[config.mk]
export PLATFORM = sky130hd
export DESIGN_NAME = muldiv_ctrl_flat
export DESIGN_NICKNAME = d
export VERILOG_FILES = /design/src/rtl/muldiv_pkg.sv /design/src/rtl/muldiv_ctrl_if.sv /design/src/rtl/muldiv_ctrl_shift_add_step.sv /design/src/rtl/muldiv_ctrl.sv /design/src/flat_wrapper.sv
export SDC_FILE = /design/constraint.sdc
export NUM_CORES = 1
export LEC_CHECK = 0
export CAP_MARGIN = 20
export CORE_AREA = 2 2 140 169
export CTS_CLUSTER_SIZE = 25
export DETAILED_ROUTE_END_ITERATION = 10
export DIE_AREA = 0 0 142 171
export MAX_ROUTING_LAYER = met4
export SKIP_LAST_GASP = 1
export SYNTH_ARGS = -nofsm -noshare
export SYNTH_HDL_FRONTEND = slang
export SYNTH_SLANG_ARGS = --single-unit
export TNS_END_PERCENT = 5
[constraint.sdc]
create_clock -name clk -period 2.7 [get_ports clk]
set_clock_uncertainty 0.2 [all_clocks]
set_input_delay 0.405 -clock clk [delete_from_list [all_inputs] [get_ports clk]]
set_output_delay 0.405 -clock clk [all_outputs]
set_load 0.005 [all_outputs]
[src/rtl/muldiv_pkg.sv]
// Shared definitions for the iterative multiply controller.
// Latency: n/a (constants and types only).
// Backpressure: n/a.
package muldiv_pkg;

  // Instruction funct codes recognised by the multiply unit
  localparam logic [5:0] FUNCT_MULTU = 6'b011001;
  localparam logic [5:0] FUNCT_MULT  = 6'b011000;

  // Controller sequencing states
  typedef enum logic [1:0] {
    IDLE = 2'd0,
    RUN  = 2'd1,
    FIX  = 2'd2,
    DONE = 2'd3
  } state_t;

endpackage

[src/rtl/muldiv_ctrl_if.sv]
// Request/result bundle between the execute stage and the multiply controller.
// Latency: n/a (wires only).
// Backpressure: requester holds start until ready=1; results are not backpressured.
interface muldiv_ctrl_if #(
  parameter int WIDTH = 32
);
  logic             start;
  logic [5:0]       funct;
  logic [WIDTH-1:0] dataA;
  logic [WIDTH-1:0] dataB;
  logic             ready;
  logic             busy;
  logic             done;
  logic [WIDTH-1:0] hi;
  logic [WIDTH-1:0] lo;

  // Execute-stage side: issues requests, observes status and HI/LO
  modport master (
    output start, funct, dataA, dataB,
    input  ready, busy, done, hi, lo
  );

  // Controller side
  modport slave (
    input  start, funct, dataA, dataB,
    output ready, busy, done, hi, lo
  );
endinterface

[src/rtl/muldiv_ctrl_shift_add_step.sv]
// One shift-add multiply step: conditional add of the multiplicand into the upper half, then shift right.
// Latency: combinational.
// Backpressure: none; the caller decides when to register the result.
module shift_add_step #(
  parameter int WIDTH = 32
) (
  input  logic [2*WIDTH-1:0] prod,
  input  logic [WIDTH-1:0]   mcand,
  output logic [2*WIDTH-1:0] prod_next
);

  logic [WIDTH:0] sum;

  // W+1-bit add so the carry out becomes the new top bit after the shift
  always_comb begin
    sum = {1'b0, prod[2*WIDTH-1:WIDTH]};
    if (prod[0]) begin
      sum = sum + {1'b0, mcand};
    end
    prod_next = {sum, prod[WIDTH-1:1]};
  end

endmodule

[src/rtl/muldiv_ctrl.sv]
// Sequencer for the iterative WIDTHxWIDTH multiply; commits the product to HI/LO (signed MULT when MULDIV_SIGNED_EN is defined).
// Latency: accept at edge T, HI/LO written and done pulsed by edge T+34 (one op per 35 cycles).
// Backpressure: ready=0 while busy; start is ignored then and the requester must hold it.
module muldiv_ctrl #(
  parameter int         WIDTH       = 32,
  parameter logic [5:0] FUNCT_MULTU = muldiv_pkg::FUNCT_MULTU,
  parameter logic [5:0] FUNCT_MULT  = muldiv_pkg::FUNCT_MULT
) (
  input  logic          clk,
  input  logic          reset,
  muldiv_ctrl_if.slave  bus
);
  import muldiv_pkg::*;

  localparam int CW = $clog2(WIDTH);

`ifdef MULDIV_SIGNED_EN
  localparam bit SIGNED_EN = 1'b1;
`else
  localparam bit SIGNED_EN = 1'b0;
`endif

  state_t             state;
  state_t             state_nxt;
  logic [WIDTH-1:0]   mcand;
  logic [2*WIDTH-1:0] prod;
  logic [2*WIDTH-1:0] prod_step;
  logic [CW-1:0]      count;
  logic [WIDTH-1:0]   hi_q;
  logic [WIDTH-1:0]   lo_q;
  logic               done_q;

  logic               is_signed_op;
  logic               accept;
  logic               last_step;
  logic [WIDTH-1:0]   a_load;
  logic [WIDTH-1:0]   b_load;

  logic               busy_c;
  logic               step_en;
  logic               fix_en;
  logic               commit;

`ifdef MULDIV_SIGNED_EN
  logic               neg;
  logic               neg_load;
`endif

  assign is_signed_op = SIGNED_EN && (bus.funct == FUNCT_MULT);
  assign accept       = (state == IDLE) && bus.start &&
                        ((bus.funct == FUNCT_MULTU) || is_signed_op);
  assign last_step    = (count == CW'(WIDTH - 1));

  // Operand conditioning at acceptance: magnitudes and result sign for signed ops
`ifdef MULDIV_SIGNED_EN
  always_comb begin
    a_load   = bus.dataA;
    b_load   = bus.dataB;
    neg_load = 1'b0;
    if (is_signed_op) begin
      a_load   = bus.dataA[WIDTH-1] ? -bus.dataA : bus.dataA;
      b_load   = bus.dataB[WIDTH-1] ? -bus.dataB : bus.dataB;
      neg_load = bus.dataA[WIDTH-1] ^ bus.dataB[WIDTH-1];
    end
  end
`else
  always_comb begin
    a_load = bus.dataA;
    b_load = bus.dataB;
  end
`endif

  shift_add_step #(.WIDTH(WIDTH)) u_step (
    .prod      (prod),
    .mcand     (mcand),
    .prod_next (prod_step)
  );

  // FSM state register
  always_ff @(posedge clk) begin
    if (reset) begin
      state <= IDLE;
    end else begin
      state <= state_nxt;
    end
  end

  // FSM next-state: one accepted op walks RUN x WIDTH, FIX, DONE
  always_comb begin
    state_nxt = state;
    case (state)
      IDLE:    if (accept) state_nxt = RUN;
      RUN:     if (last_step) state_nxt = FIX;
      FIX:     state_nxt = DONE;
      DONE:    state_nxt = IDLE;
      default: state_nxt = IDLE;
    endcase
  end

  // FSM outputs: status and datapath enables decoded from the current state
  always_comb begin
    busy_c  = 1'b1;
    step_en = 1'b0;
    fix_en  = 1'b0;
    commit  = 1'b0;
    case (state)
      IDLE:    busy_c  = 1'b0;
      RUN:     step_en = 1'b1;
      FIX:     fix_en  = 1'b1;
      DONE:    commit  = 1'b1;
      default: busy_c  = 1'b0;
    endcase
  end

  // Operand, product and step-counter registers
  always_ff @(posedge clk) begin
    if (reset) begin
      mcand <= '0;
      prod  <= '0;
      count <= '0;
`ifdef MULDIV_SIGNED_EN
      neg   <= 1'b0;
`endif
    end else if (accept) begin
      mcand <= a_load;
      prod  <= {{WIDTH{1'b0}}, b_load};
      count <= '0;
`ifdef MULDIV_SIGNED_EN
      neg   <= neg_load;
`endif
    end else if (step_en) begin
      prod  <= prod_step;
      count <= count + 1'b1;
    end else if (fix_en) begin
`ifdef MULDIV_SIGNED_EN
      if (neg) begin
        prod <= -prod;
      end
`endif
    end
  end

  // Architectural HI/LO only move on the commit edge; done flags that edge for one cycle
  always_ff @(posedge clk) begin
    if (reset) begin
      hi_q   <= '0;
      lo_q   <= '0;
      done_q <= 1'b0;
    end else begin
      done_q <= commit;
      if (commit) begin
        hi_q <= prod[2*WIDTH-1:WIDTH];
        lo_q <= prod[WIDTH-1:0];
      end
    end
  end

  assign bus.busy  = busy_c;
  assign bus.ready = !busy_c;
  assign bus.done  = done_q;
  assign bus.hi    = hi_q;
  assign bus.lo    = lo_q;

endmodule
[src/flat_wrapper.sv]
// flat-port wrapper written by rule: the top's interface ports become plain ports
module muldiv_ctrl_flat import muldiv_pkg::*;
#(
  parameter int         WIDTH       = 32,
  parameter logic [5:0] FUNCT_MULTU = muldiv_pkg::FUNCT_MULTU,
  parameter logic [5:0] FUNCT_MULT  = muldiv_pkg::FUNCT_MULT
)
  (clk, reset, bus_start, bus_funct, bus_dataA, bus_dataB, bus_ready, bus_busy, bus_done, bus_hi, bus_lo);
  muldiv_ctrl_if #(.WIDTH(WIDTH)) bus_i ();
  input  logic clk;
  input  logic reset;
  input wire logic [$bits(bus_i.start)-1:0] bus_start;
  input wire logic [$bits(bus_i.funct)-1:0] bus_funct;
  input wire logic [$bits(bus_i.dataA)-1:0] bus_dataA;
  input wire logic [$bits(bus_i.dataB)-1:0] bus_dataB;
  output wire logic [$bits(bus_i.ready)-1:0] bus_ready;
  output wire logic [$bits(bus_i.busy)-1:0] bus_busy;
  output wire logic [$bits(bus_i.done)-1:0] bus_done;
  output wire logic [$bits(bus_i.hi)-1:0] bus_hi;
  output wire logic [$bits(bus_i.lo)-1:0] bus_lo;
  assign bus_i.start = bus_start;
  assign bus_i.funct = bus_funct;
  assign bus_i.dataA = bus_dataA;
  assign bus_i.dataB = bus_dataB;
  assign bus_ready = bus_i.ready;
  assign bus_busy = bus_i.busy;
  assign bus_done = bus_i.done;
  assign bus_hi = bus_i.hi;
  assign bus_lo = bus_i.lo;
  muldiv_ctrl #(.WIDTH(WIDTH), .FUNCT_MULTU(FUNCT_MULTU), .FUNCT_MULT(FUNCT_MULT)) u_core (.clk(clk), .reset(reset), .bus(bus_i));
endmodule
Word level (Yosys, flattened, before mapping)
Cells that the tools add are included.
{"block": "op_classes", "n_reduce_logical": 6, "n_mux": 9, "addsub": 2, "eq_ne": 7}
{"cell": "two-way mux 32 bit", "count": 2}
{"cell": "adder 32 x 32 -> 33 bit", "count": 1}
{"cell": "two-way mux 33 bit", "count": 1}
{"cell": "case mux 2 bit (4 select lines)", "count": 1}
{"cell": "equality test 6 x 5 -> 1 bit (second input constant)", "count": 1}
{"cell": "adder 5 x 1 -> 5 bit (second input constant)", "count": 1}
{"cell": "equality test 5 bit (second input constant)", "count": 1}
{"cell": "equality test 2 bit (second input constant)", "count": 2}
{"cell": "two-way mux 2 bit", "count": 2}
{"cell": "inequality test 2 x 1 -> 1 bit (second input constant)", "count": 2}
{"cell": "two-way mux 1 bit", "count": 3}
{"cell": "equality test 2 x 1 -> 1 bit (second input constant)", "count": 1}
{"cell": "logical AND 1 bit", "count": 2}
{"cell": "logical NOT 2 bit", "count": 1}
{"cell": "AND reduction 2 bit", "count": 1}
{"cell": "nonzero test 2 bit", "count": 1}
{"cell": "OR reduction 2 bit", "count": 1}
{"block": "totals", "elab_cells": 32, "out_inout_bits": 67, "ff_bits": 168, "in_bits": 73}

Logic depth before layout (Yosys ltp)
{"block": "depth", "ltp_word": 5, "mapped_depth": 10, "depth_no_buf": 10}

Cells and area by module
From an unflattened synthesis, not the netlist that was laid out.
{"block": "unflattened", "cells_unflattened": 966, "area_unflattened_um2": 8849.7}
{"module": "muldiv_ctrl", "seq_area_each_um2": 3363.2, "cells_per_inst": 639, "n_inst": 1, "area_each_um2": 6468.7}
{"module": "shift_add_step", "seq_area_each_um2": 0.0, "cells_per_inst": 327, "n_inst": 1, "area_each_um2": 2381.0}

Worst setup path after synthesis
No wires, ideal clock.
{"block": "synth_timing", "kind": "register to register", "startpoint": "register u_core.prod[32]", "endpoint": "register u_core.prod[59]", "path_stages_with_launch": 11, "setup_ns": 0.066, "path_slack_ns": 0.199, "n_path_buf": 0, "arrival_time_ns": 2.235, "period_less_slack_ns": 2.501, "required_ns": 2.434, "path_cell_list": "dfxtp_1 -> ha_1 -> fa_1 -> a21oi_1 -> o21ai_1 -> a21oi_2 -> o21bai_4 -> a31oi_4 -> nor2_2 -> a311o_1 -> a21oi_2"}
{"block": "synth_via", "elab_chain_cells": 2}
{"element": "start: declaration", "line": "muldiv_ctrl.sv:26", "text": "logic [2*WIDTH-1:0] prod;"}
{"element": "start signal: assignment", "line": "muldiv_ctrl.sv:126", "text": "prod <= {{WIDTH{1'b0}}, b_load};"}
{"element": "start signal: assignment", "line": "muldiv_ctrl.sv:132", "text": "prod <= prod_step;"}
{"element": "adder 32 x 32 -> 33 bit", "line": "muldiv_ctrl_shift_add_step.sv:18", "text": "sum = sum + {1'b0, mcand};"}
{"element": "two-way mux 33 bit", "line": "muldiv_ctrl_shift_add_step.sv:17", "text": "if (prod[0]) begin"}
No other way between the ends.
A chain may end at the register's enable or synchronous reset.

Final worst setup path
Ends and elaborated chain as after synthesis.

==> run metrics <==
status finished clean; post-layout min period 2.63 ns; DRT Wirelength 21600 um; Port Buffer Count 139; most common cell in the synthesized netlist dfxtp_1; Avg Cell Area, Syn 8.90 um2; Placed Area 10100 um2; Hold Crit Class reg -> reg; vias in the first global route between 6000 and 7000; Final Hold Fails 0; TritonCTS Buffers 17; layout cell share with drive strength beyond 1 9.16%; most frequent CP cell a21oi_2; synth warn 0; detailed placer's ending HPWL 14700 um; area of the multi-input gates 4610 um2; Pre-antenna DRT Iters 4; via count 7085; met3 usage 4.48%; crit-path max FO 3; RR Endpoint u_core.prod[59]; pin count of the biggest net entering global routing ~130; Synth area leaders dfxtp_1 41%, mux2i_1 14%, nor2_1 6.4%, ha_1 5.8%, a21oi_1 5.0%; top cells by count, synth 168 x dfxtp_1, 140 x nor2_1, 113 x mux2i_1; Antenna Cells 0; post-synth cell types between 60 and 70; DRC Markers 0; Syn Inst Count 923; met2 usage 30.6%; vias per cell 5.24; Clock Tree Root clkbuf_16; Detail Route Antenna Nets 0; Finish-stage setup viols 0; Worst VDD drop ~420 uV; crit path to u_core.prod[59]; Critical Path RT 2.87 ns; Seq/Total Area, Yosys a little over 40%; area leader, netlist dfxtp_1; met1 capacity usage during global routing 22.3%; area occupied by registers around 3400 um2; Worst Setup Start Kind register; starting density of the core between 30% and 40%; Fmax 381 MHz; Tcrit/Tclk final 97.3%; Top delay family on crit path compound AO/OA/AOI/OAI gates; gr usage total 18.4%; WS Path Type reg -> reg; number of DRC markers in iteration 0 392; Worst-path clk slew 0.07 ns; Slew Limit Fails 0; Post-Place Worst Slack -0.0108 ns; Async SR Flop Fraction 0%; reg2reg setup slack 0.07 ns; I/O pins 140; fin util 46.8%; max cap viols 0; number of synthesized flops with an enable pin 0; worst hold margin 0.262 ns; Mapped Area 8210 um2; die area 24300 um2; setup ws final approximately 0.073 ns; Leakage 3.86 nW; worst skew pair latency between 0.4 and 0.5 ns; Synth-to-Final Area Change 30.1%; fill cell count 2167; final-stage net count 1171; Sink Count approximately 170; CP max stage delay roughly 0.43 ns; Max-slew headroom 57.8%; die width 142 um; CP Capture Type register; row count 61; worst r2r path cells 10; Primary FF master, synth dfxtp_1; pwr/cell area approximately 530 nW/um2; Worst-Margin Slew 0.630 ns; RSZ-0062 raised after global routing yes; CTS tree done; H-tree Lvls 4; crit path launch u_core.prod[32]; first-pass GRT wire length 34800 um; Buf/Inv on CP 0; CTS Buffer Depth 2; count of state elements after synthesis approximately 170; layer with the highest usage met2; core area 22800 um2; CP arrival 2.79 ns; gr ovfl total 0; CP Depth 10; design area approximately 11000 um2; syn nets 1035; initial antenna violation count 0; routed len/inst about 16 um; cells along the critical path ha_1, fa_1, a21oi_2, o21ai_2, a21oi_2, o21bai_4, a31oi_4, nor2_2, a311o_1, a21oi_2; R2R Path Start u_core.prod[32]; GP Congestion 0.909; Die Span Y 171 um; CP max stage cell fa_1; Yosys top cell area share between 40% and 50%
[state kept, by name (all words and copies together), names as in the netlist]
register,cells
u_core.state,2
u_core.bus.hi,32
u_core.count,5
u_core.mcand,32
u_core.prod,64
u_core.bus.done,1
u_core.bus.lo,32
[timing repair]
item	CTS	global route
endpoints found under the setup margin	1	8
hold buffers	1	0
gates resized for setup	0	4
hold endpoints to repair	1	0
pin swaps	1	1
buffers inserted	1	0
[final cells by class]
cell class / instances / share of cell area, %
clock inverter: 12 / 1.11
sequential: 168 / 31.5
multi-input combinational: 683 / 43.1
tap: 283 / 3.31
timing repair buffer: 178 / 16.5
clock buffer: 18 / 4.11
inverter: 11 / 0.386
[cells by family after synthesis]
| family | after synthesis | share of synthesized area [%] |
|---|---|---|
| xor gates and xnor gates | 27 | 2.88 |
| buffers and inverters | 72 | 3.46 |
| and+or+nand+nor | 284 | 14.6 |
| adders and majority gates | 39 | 6.03 |
| muxes | 113 | 13.8 |
| AOI/OAI and AO/OA | 220 | 18.3 |
| DFF | 168 | 41.0 |
[worst min-delay path: cells and delay by family (launching register included)]
family / cells / cell delay (ns)
flops: 1 / 0.31
compound gates: 1 / 0.05
simple gates: 1 / 0.05
[power by group]
| part | total [mW] | internal (mW) | switching [mW] |
|---|---|---|---|
| Clock | 2.35 | 1.30 | 1.05 |
| Combinational | 0.743 | 0.349 | 0.394 |
| Sequential | 2.62 | 2.55 | 0.0721 |
| Total | 5.72 | 4.20 | 1.52 |
[per-layer routing]
metal	vias up	wire [um]
li1	3567	-
met2	169	10500
met4	0	328
met3	26	1100
met1	3323	9760
met5	-	0
[worst min path at each step]
stage,startpoint,endpoint,slack (ns),depth (start not counted)
floorplan,u_core.mcand[0],u_core.mcand[0],0.24,2
global route,u_core.mcand[4],u_core.mcand[4],0.28,2
CTS,u_core.mcand[12],u_core.mcand[12],0.26,2
detailed placement,u_core.mcand[12],u_core.mcand[12],0.25,2
finish,u_core.mcand[4],u_core.mcand[4],0.26,2
global placement,u_core.mcand[12],u_core.mcand[12],0.25,2
[per-stage QoR]
step | power (mW) | std cells | TNS [ns]
floorplan | 3.11 | 923 | 0
global placement | 3.41 | 1321 | 0
finish | 5.72 | 1353 | 0
global route | 5.97 | 1353 | -0.122
CTS | 5.79 | 1353 | 0
detailed placement | 3.42 | 1321 | -0.0108
[cell usage in the layout, fill, tap and decap left out, types with 4 or more instances in the layout]
master           instances
o221ai_1                 6
nor3_1                   4
clkbuf_16               17
dfxtp_1                168
clkdlybuf4s50_1        138
ha_1                    36
o21ai_0                 14
nand3_1                 11
a22oi_1                  4
or3_1                    4
nor2b_1                  4
a21oi_1                 80
o211ai_1                 9
a21o_1                  14
a211oi_1                41
xor2_1                  10
a21oi_2                  6
nand4_1                  7
o22ai_1                  5
buf_4                   33
buf_12                   6
mux2i_1                113
nor2_1                 140
nand2_1                 93
xnor2_1                 17
o21bai_1                 9
inv_1                   10
Note: power is estimated with default switching activity, not from simulation.
